===== src/rtl/fwd_hazard_ctrl_pkg.sv =====
// Shared types and helpers for the forwarding / hazard controller.
// Optional statistics counters are enabled with FORW_STATS_EN.
package fwd_hazard_ctrl_pkg;

    // src_match takes indices zero-extended to this width.
    localparam int unsigned MAX_REG_W = 8;

    typedef enum logic [1:0] {
        FWD_REG   = 2'b00,
        FWD_EXMEM = 2'b01,
        FWD_MEMWB = 2'b10
    } fwd_sel_t;

    typedef enum logic {
        RUN   = 1'b0,
        STALL = 1'b1
    } haz_state_t;

    // ID-side source hits against the EX and MEM destinations
    typedef struct packed {
        logic ex_a;
        logic ex_b;
        logic mem_a;
        logic mem_b;
    } src_hit_t;

    function automatic logic src_match(
        input logic [MAX_REG_W-1:0] rs,
        input logic [MAX_REG_W-1:0] rd,
        input logic                 regwrite
    );
        return regwrite && (rd != '0) && (rd == rs);
    endfunction

endpackage


===== src/rtl/fwd_hazard_ctrl_mux3.sv =====
// Select-driven 3:1 operand mux; the unused 2'b11 code falls back to the register value.
module fwd_mux3
    import fwd_hazard_ctrl_pkg::*;
#(
    parameter int unsigned XLEN = 32
) (
    input  logic [1:0]      i_sel,
    input  logic [XLEN-1:0] i_reg,
    input  logic [XLEN-1:0] i_exmem,
    input  logic [XLEN-1:0] i_memwb,
    output logic [XLEN-1:0] o_y
);

    always_comb begin
        o_y = i_reg;
        case (i_sel)
            FWD_EXMEM: o_y = i_exmem;
            FWD_MEMWB: o_y = i_memwb;
            default:   o_y = i_reg;
        endcase
    end

endmodule


===== src/rtl/fwd_hazard_ctrl.sv =====
// Registered forwarding-select generator, EX operand muxes and load-use/no-forwarding stall FSM.
// Define FORW_STATS_EN to add the fwd_cnt / stall_cnt statistics outputs.
module fwd_hazard_ctrl
    import fwd_hazard_ctrl_pkg::*;
#(
    parameter int unsigned XLEN       = 32,
    parameter int unsigned REG_ADDR_W = 5,
    parameter int unsigned MAX_STALL  = 3
) (
    input  logic                  clk,
    input  logic                  rst_n,
    input  logic                  isForw_ON,
    input  logic                  id_valid,
    input  logic [REG_ADDR_W-1:0] id_rs1,
    input  logic [REG_ADDR_W-1:0] id_rs2,
    input  logic                  id_use_rs2,
    input  logic [REG_ADDR_W-1:0] ex_rd,
    input  logic                  ex_regwrite,
    input  logic                  ex_memread,
    input  logic [REG_ADDR_W-1:0] mem_rd,
    input  logic                  mem_regwrite,
    input  logic [XLEN-1:0]       exmem_result,
    input  logic [XLEN-1:0]       memwb_result,
    input  logic [XLEN-1:0]       data1,
    input  logic [XLEN-1:0]       data2,
    input  logic [XLEN-1:0]       s_data,
    output logic                  stall,
    output logic                  bubble,
    output logic [1:0]            forwA,
    output logic [1:0]            forwB,
    output logic [XLEN-1:0]       operand1,
    output logic [XLEN-1:0]       operand2,
    output logic [XLEN-1:0]       sData,
    output logic                  hazard_err
`ifdef FORW_STATS_EN
    ,
    output logic [31:0]           fwd_cnt,
    output logic [31:0]           stall_cnt
`endif
);

    localparam int unsigned CNT_W = $clog2(MAX_STALL + 1);

    src_hit_t   w_hit;
    logic       w_ex_hit;
    logic       w_mem_hit;
    logic       w_hazard;
    haz_state_t r_state, w_state_nxt;
    logic [CNT_W-1:0] r_cnt, w_cnt_nxt;
    logic       r_err, w_err_nxt;
    fwd_sel_t   r_forwA, r_forwB, w_fA_nxt, w_fB_nxt;

    assign w_hit.ex_a  = src_match(MAX_REG_W'(id_rs1), MAX_REG_W'(ex_rd), ex_regwrite);
    assign w_hit.ex_b  = id_use_rs2 && src_match(MAX_REG_W'(id_rs2), MAX_REG_W'(ex_rd), ex_regwrite);
    assign w_hit.mem_a = src_match(MAX_REG_W'(id_rs1), MAX_REG_W'(mem_rd), mem_regwrite);
    assign w_hit.mem_b = id_use_rs2 && src_match(MAX_REG_W'(id_rs2), MAX_REG_W'(mem_rd), mem_regwrite);

    assign w_ex_hit  = w_hit.ex_a || w_hit.ex_b;
    assign w_mem_hit = w_hit.mem_a || w_hit.mem_b;

    // WB never stalls: the register file writes before it is read.
    assign w_hazard = id_valid && (isForw_ON ? (ex_memread && w_ex_hit)
                                             : (w_ex_hit || w_mem_hit));

    assign stall      = w_hazard && rst_n;
    assign bubble     = w_hazard && rst_n;
    assign hazard_err = r_err;
    assign forwA      = r_forwA;
    assign forwB      = r_forwB;

    always_comb begin
        w_state_nxt = r_state;
        w_cnt_nxt   = r_cnt;
        w_err_nxt   = r_err;
        case (r_state)
            RUN: begin
                w_cnt_nxt = '0;
                if (w_hazard) begin
                    w_state_nxt = STALL;
                    w_cnt_nxt   = CNT_W'(1);
                end
            end
            STALL: begin
                if (!w_hazard) begin
                    w_state_nxt = RUN;
                    w_cnt_nxt   = '0;
                end else if (r_cnt == CNT_W'(MAX_STALL)) begin
                    w_err_nxt = 1'b1;
                end else begin
                    w_cnt_nxt = r_cnt + CNT_W'(1);
                end
            end
            default: begin
                w_state_nxt = RUN;
                w_cnt_nxt   = '0;
            end
        endcase
    end

    // A bubble carries no sources, so a stalling edge loads REG selects.
    always_comb begin
        w_fA_nxt = FWD_REG;
        w_fB_nxt = FWD_REG;
        if (isForw_ON && !w_hazard) begin
            if (w_hit.ex_a)       w_fA_nxt = FWD_EXMEM;
            else if (w_hit.mem_a) w_fA_nxt = FWD_MEMWB;
            if (w_hit.ex_b)       w_fB_nxt = FWD_EXMEM;
            else if (w_hit.mem_b) w_fB_nxt = FWD_MEMWB;
        end
    end

    always_ff @(posedge clk or negedge rst_n) begin
        if (!rst_n) begin
            r_state <= RUN;
            r_cnt   <= '0;
            r_err   <= 1'b0;
            r_forwA <= FWD_REG;
            r_forwB <= FWD_REG;
        end else begin
            r_state <= w_state_nxt;
            r_cnt   <= w_cnt_nxt;
            r_err   <= w_err_nxt;
            r_forwA <= w_fA_nxt;
            r_forwB <= w_fB_nxt;
        end
    end

`ifdef FORW_STATS_EN
    logic [31:0] r_fwd_cnt;
    logic [31:0] r_stall_cnt;

    always_ff @(posedge clk or negedge rst_n) begin
        if (!rst_n) begin
            r_fwd_cnt   <= '0;
            r_stall_cnt <= '0;
        end else begin
            r_fwd_cnt <= r_fwd_cnt + 32'(w_fA_nxt != FWD_REG) + 32'(w_fB_nxt != FWD_REG);
            if (w_hazard) r_stall_cnt <= r_stall_cnt + 32'd1;
        end
    end

    assign fwd_cnt   = r_fwd_cnt;
    assign stall_cnt = r_stall_cnt;
`endif

    fwd_mux3 #(.XLEN(XLEN)) u_mux_op1 (
        .i_sel   (r_forwA),
        .i_reg   (data1),
        .i_exmem (exmem_result),
        .i_memwb (memwb_result),
        .o_y     (operand1)
    );

    fwd_mux3 #(.XLEN(XLEN)) u_mux_op2 (
        .i_sel   (r_forwB),
        .i_reg   (data2),
        .i_exmem (exmem_result),
        .i_memwb (memwb_result),
        .o_y     (operand2)
    );

    fwd_mux3 #(.XLEN(XLEN)) u_mux_sdata (
        .i_sel   (r_forwB),
        .i_reg   (s_data),
        .i_exmem (exmem_result),
        .i_memwb (memwb_result),
        .o_y     (sData)
    );

endmodule


===== config.mk =====
export PLATFORM = sky130hd
export DESIGN_NAME = fwd_hazard_ctrl
export DESIGN_NICKNAME = d
export VERILOG_FILES = /design/src/rtl/fwd_hazard_ctrl_pkg.sv /design/src/rtl/fwd_hazard_ctrl_mux3.sv /design/src/rtl/fwd_hazard_ctrl.sv
export SDC_FILE = /design/constraint.sdc
export NUM_CORES = 1
export LEC_CHECK = 0
export BUFFER_PORTS_ARGS = -buffer_cell sky130_fd_sc_hd__buf_2
export CELL_PAD_IN_SITES_DETAIL_PLACEMENT = 0
export CELL_PAD_IN_SITES_GLOBAL_PLACEMENT = 1
export CORE_AREA = 2 2 114 116
export DETAILED_ROUTE_END_ITERATION = 6
export DIE_AREA = 0 0 116 118
export PLACE_DENSITY_LB_ADDON = 0.1
export SYNTH_ARGS = -nofsm -noshare
export SYNTH_HDL_FRONTEND = slang
export SYNTH_SLANG_ARGS = --single-unit
export TNS_END_PERCENT = 1

===== constraint.sdc =====
create_clock -name clk -period 3.8 [get_ports clk]
set_input_delay 0.19 -clock clk [delete_from_list [all_inputs] [get_ports clk]]
set_output_delay 0.19 -clock clk [all_outputs]
set_load 0.03 [all_outputs]

Word-level counts from Yosys, hierarchy flattened
Index checks and enable logic that the tools add are counted.
{"block": "word_totals", "ff_bits": 8, "input_bits": 188}
{"block": "classes", "addsub": 1, "n_eq_ne": 10, "muxes": 15, "n_bitwise": 1, "reduce_logical": 19}
{"operator": "$pmux W32 S2", "count": 3}
{"operator": "$eq A5 B5 Y1", "count": 4}
{"operator": "$mux W2", "count": 8}
{"operator": "$logic_and A1 B1 Y1", "count": 12}
{"operator": "$reduce_bool A5 Y1", "count": 2}
{"operator": "$eq A2 B2 Y1 const B", "count": 3}
{"operator": "$eq A2 B1 Y1 const B", "count": 2}
{"operator": "$pmux W2 S2", "count": 1}
{"operator": "$logic_or A1 B1 Y1", "count": 3}
{"operator": "$mux W1", "count": 3}
{"operator": "$ne A3 B3 Y1 const B", "count": 1}
{"operator": "$reduce_and A3 Y1", "count": 1}
{"operator": "$add A2 B1 Y2 const B", "count": 1}
{"operator": "$logic_not A1 Y1", "count": 1}
{"operator": "$not A1 Y1", "count": 1}

Logic depth before layout (Yosys ltp)
{"block": "logic_depth", "ltp_word": 11, "mapped_depth": 7}

Cells and area by module
A second synthesis with hierarchy kept.
{"block": "hier_totals", "hier_cells": 404, "hier_area_um2": 2521.2}
{"mod": "fwd_mux3", "n_inst": 3, "cells_per_inst": 113, "area_each_um2": 636.9}
{"mod": "fwd_hazard_ctrl", "n_inst": 1, "cells_per_inst": 65, "area_each_um2": 610.6}

Worst setup path before layout
Ideal clock, no wire load.
{"block": "synth_path", "path_kind": "register to output", "from": "register r_forwA[0], in the netlist forwA[0]", "to": "output operand1[23]", "t_arrival_ns": 1.936, "required_time_ns": 3.610, "path_slack_ns": 1.674, "stages_incl_launch_ff": 6, "cell_sequence": "dfrtp_1 -> inv_1 -> ha_1 -> clkbuf_1 -> clkbuf_1 -> o21ai_0"}
{"block": "synth_via", "elab_chain_cells": 2, "word_cells_on_any_way": 3, "classes_between": "eq/ne (2); mux (1)"}
{"element": "start, declared", "line": "fwd_hazard_ctrl.sv:51", "source": "fwd_sel_t r_forwA, r_forwB, w_fA_nxt, w_fB_nxt;"}
{"element": "start signal, assigned", "line": "fwd_hazard_ctrl.sv:123", "source": "r_forwA <= w_fA_nxt;"}
{"element": "$eq A2 B2 Y1 / $eq A2 B1 Y1 (equally long branches)", "line": "fwd_hazard_ctrl_mux3.sv:16", "source": "case (i_sel)"}
{"element": "$pmux W32 S2 (*)", "line": "fwd_hazard_ctrl_mux3.sv:16"}
{"element": "end, declared", "line": "fwd_hazard_ctrl.sv:31", "source": "output logic [XLEN-1:0] operand1,"}
Every way passes the cells marked *; elsewhere a longest branch is shown, timed or not.

Final worst setup path
{"block": "layout_path", "from": "register r_forwB[1], in the netlist forwB[1]", "to": "output operand2[1]"}
{"block": "layout_via", "elab_chain_cells": 2, "word_cells_on_any_way": 3, "classes_between": "eq/ne (2); mux (1)"}
{"element": "start, declared", "line": "fwd_hazard_ctrl.sv:51"}
{"element": "start signal, assigned", "line": "fwd_hazard_ctrl.sv:124", "source": "r_forwB <= w_fB_nxt;"}
{"element": "$eq A2 B2 Y1 / $eq A2 B1 Y1 (equally long branches)", "line": "fwd_hazard_ctrl_mux3.sv:16"}
{"element": "$pmux W32 S2 (*)", "line": "fwd_hazard_ctrl_mux3.sv:16"}
{"element": "end, declared", "line": "fwd_hazard_ctrl.sv:32", "source": "output logic [XLEN-1:0] operand2,"}
Marked as above.

==> results.toml <==
[yosys]
async_reset_ff_frac = 1.000
synth_seq_cells = 8
synth.avg_cell_area_um2 = 6.060
synth_edf_count = 0
ys_types = 31
ys_warn_count = 0
netlist_area_um2 = 2170
synthCells = 358
ys_seq_area_frac = 0.09227
synthTopCellsByCount = "inv_1 (70), a21oi_1 (66), nand2_1 (33)"
synth_top_area_share = 0.1522
yosys-top-cells-area = "a21oi_1 (15%), a221oi_1 (13%), inv_1 (12%)"
synth_most_common_cell = "inv_1"
synthFlopType = "dfrtp_1"
synth_nets = 551
yosysTopAreaCell = "a21oi_1"

[power_and_ir_drop]
ir_drop_uv = 170.7
cellPowerDensity_nw_per_um2 = 174.6
leakage_nw = 2.224

[timing]
relSlewSlack = 0.3110
rsz0062_at_grt = "no"
fin_skew_ns = 0.0001492
hold_violations = 0
worstMarginPinSlew_ns = 1.033
min_period_over_period = 0.6542
setup-violations-final = 0
period_needed_ns = 2.486
setup-tns-final_ns = 0
drv_slew = 0
fmax_mhz = 402.3

[floorplan]
core_area_um2 = 12410
rows = 41
die_h_um = 118
die_area_um2 = 13690
ioPinCount = 291
start_util = 0.1748
dieWidth_um = 116

[setup_path]
r2r_slack_ns = 2.77
critical_path.cell_chain = "inv_1 -> ha_1 -> buf_4 -> a221oi_1 -> a21oi_1 -> buf_2"
reg2regPathDepth = 3
reg2reg_from = "r_cnt[0]"
cp.required_ns = 3.61
cp.arrival_ns = 2.30
slowest_delay_ns = 0.65
r2r-end = "r_cnt[1]"
endpoint = "operand2[1]"
crit_fanout = 17
setup.worst_path.start = "forwB[1]"
startpoint_type = "flip-flop"
path_class = "reg2out"
slowest_stage = "ha_1"
worstSetupEndpointType = "primary output"

[placement]
gp_congestion = 0.8036
placed_cell_area_um2 = 3754
port_buffers = 290
dp_hpwl_mm = 10.15

[cts]
clk_latency_ns = 0.23
htreeDepth = 1
clk_pin_slew_ns = 0.04
cts.path.max_buffers = 2
cts_tree = "done"
cts-buffers-inserted = 3
clock-root-buffer = "clkbuf_16"
post-cts-setup-buffer-count = 0
cts.sinks = 8

[finish]
fin_nets = 819
final_area_um2 = 3839
syn_to_final_growth_pct = 76.93
drive_above_1_share = 0.4840
fin_util = 0.3092
antenna_cells = 0

[drt]
drcViolationCount = 0
vias_per_cell = 4.558
drt-initial-drc-count = 163
num_vias = 3628
wl_mm = 12.70
post_drt_wl_per_cell_um = 15.96
ant_nets = 0
dr.pass1.iters = 6

[grt]
grt_pass1_wl_mm = 18.40
grtUsageTotal = 0.1682
grt_pass1_vias = 3489
grt_antenna_before_repair = 1
grt_max_degree = 97
grt_overflow_total = 0

[hold_path]
hold_path_class = "in2reg"
whs_path_depth = 3

[run_status]
status = "complete, no violations"

[flow_run]
drv_cap = 0
==> power by group <==
group          switching, mW  leakage (nW)  internal [mW]  total (mW)
sequential          0.000754         0.112         0.0867      0.0875
combinational          0.255          2.08          0.157       0.413
clock                 0.0350        0.0370          0.135       0.170
total                  0.291          2.22          0.379       0.670
==> per-stage QoR <==
step,total power [mW],hold WS [ns],setup WS (ns),std cells
after floorplan,0.3110,-0.1056,1.674,358
after global placement,0.5020,0.04650,1.562,792
after detailed placement,0.5027,0.04972,1.513,792
after CTS,0.6783,0.2513,1.263,796
after global routing,0.7155,0.2594,1.135,796
final,0.6703,0.2490,1.314,796
==> critical path, delay by kind of cell (launching register included) <==
| family | cells | cell delay, ns |
|---|---|---|
| buffers and inverters | 3 | 0.67 |
| adder cells (fa/ha/maj) | 1 | 0.65 |
| flip-flops | 1 | 0.40 |
| AO/OA/AOI/OAI | 2 | 0.33 |
==> worst min path at each step <==
stage	to	start	slack, ns
5_1_grt	r_state	id_valid	0.26
3_3_place_gp	r_state	rst_n	0.05
3_5_place_dp	r_state	rst_n	0.05
2_1_floorplan	forwA[0]	rst_n	-0.11
6_report	r_state	id_valid	0.25
4_1_cts	r_state	id_valid	0.25
==> placed cells by master (no fill, tap or decap), drive strengths merged, types with 3 or more instances in the layout <==
cell / n
ha: 5
nor4: 4
a21oi: 67
a221oi: 32
inv: 70
o21ai: 33
nand3: 4
a22oi: 32
xor2: 15
nand2: 34
dfrtp: 8
xnor2: 6
buf: 293
clkbuf: 3
==> sequential cells by signal (all words and copies together), names as in the netlist <==
signal and cells:
forwA 2, r_cnt 2, hazard_err 1, r_state 1, forwB 2
==> area by class of cell <==
| cell class | count | area [um2] |
|---|---|---|
| fill | 1454 | 8576 |
| timing repair buffer | 294 | 1484 |
| clock buffer | 3 | 75.07 |
| inverter | 70 | 262.8 |
| tap | 172 | 215.2 |
| sequential | 8 | 200.2 |
| multi-input combinational | 249 | 1602 |
==> cells by family (layout without fill, tap and decap cells) <==
family,count (synthesis),count (layout),synth area share
and+or+nand+nor,53,53,0.1136
AOI/OAI and AO/OA,169,169,0.4994
xor gates and xnor gates,21,21,0.08478
muxes,1,1,0.004614
adders and majority gates,5,5,0.02884
DFF,8,8,0.09227
buffers and inverters,101,367,0.1765
==> repair_timing <==
item                                   4_1_cts  5_1_grt
gates resized for setup                      0        0
hold buffers                                 1        0
endpoints found under the hold margin        8        0
==> layer usage <==
metal | vias up | GRT usage | share of wire
met5 | - | 0 | 0.0013
met4 | 2 | 0.01860 | 0.0086
met3 | 10 | 0.03656 | 0.083
met2 | 161 | 0.3385 | 0.54
met1 | 1652 | 0.1786 | 0.37
li1 | 1803 | - | -
(Power assumes the default switching activity.)
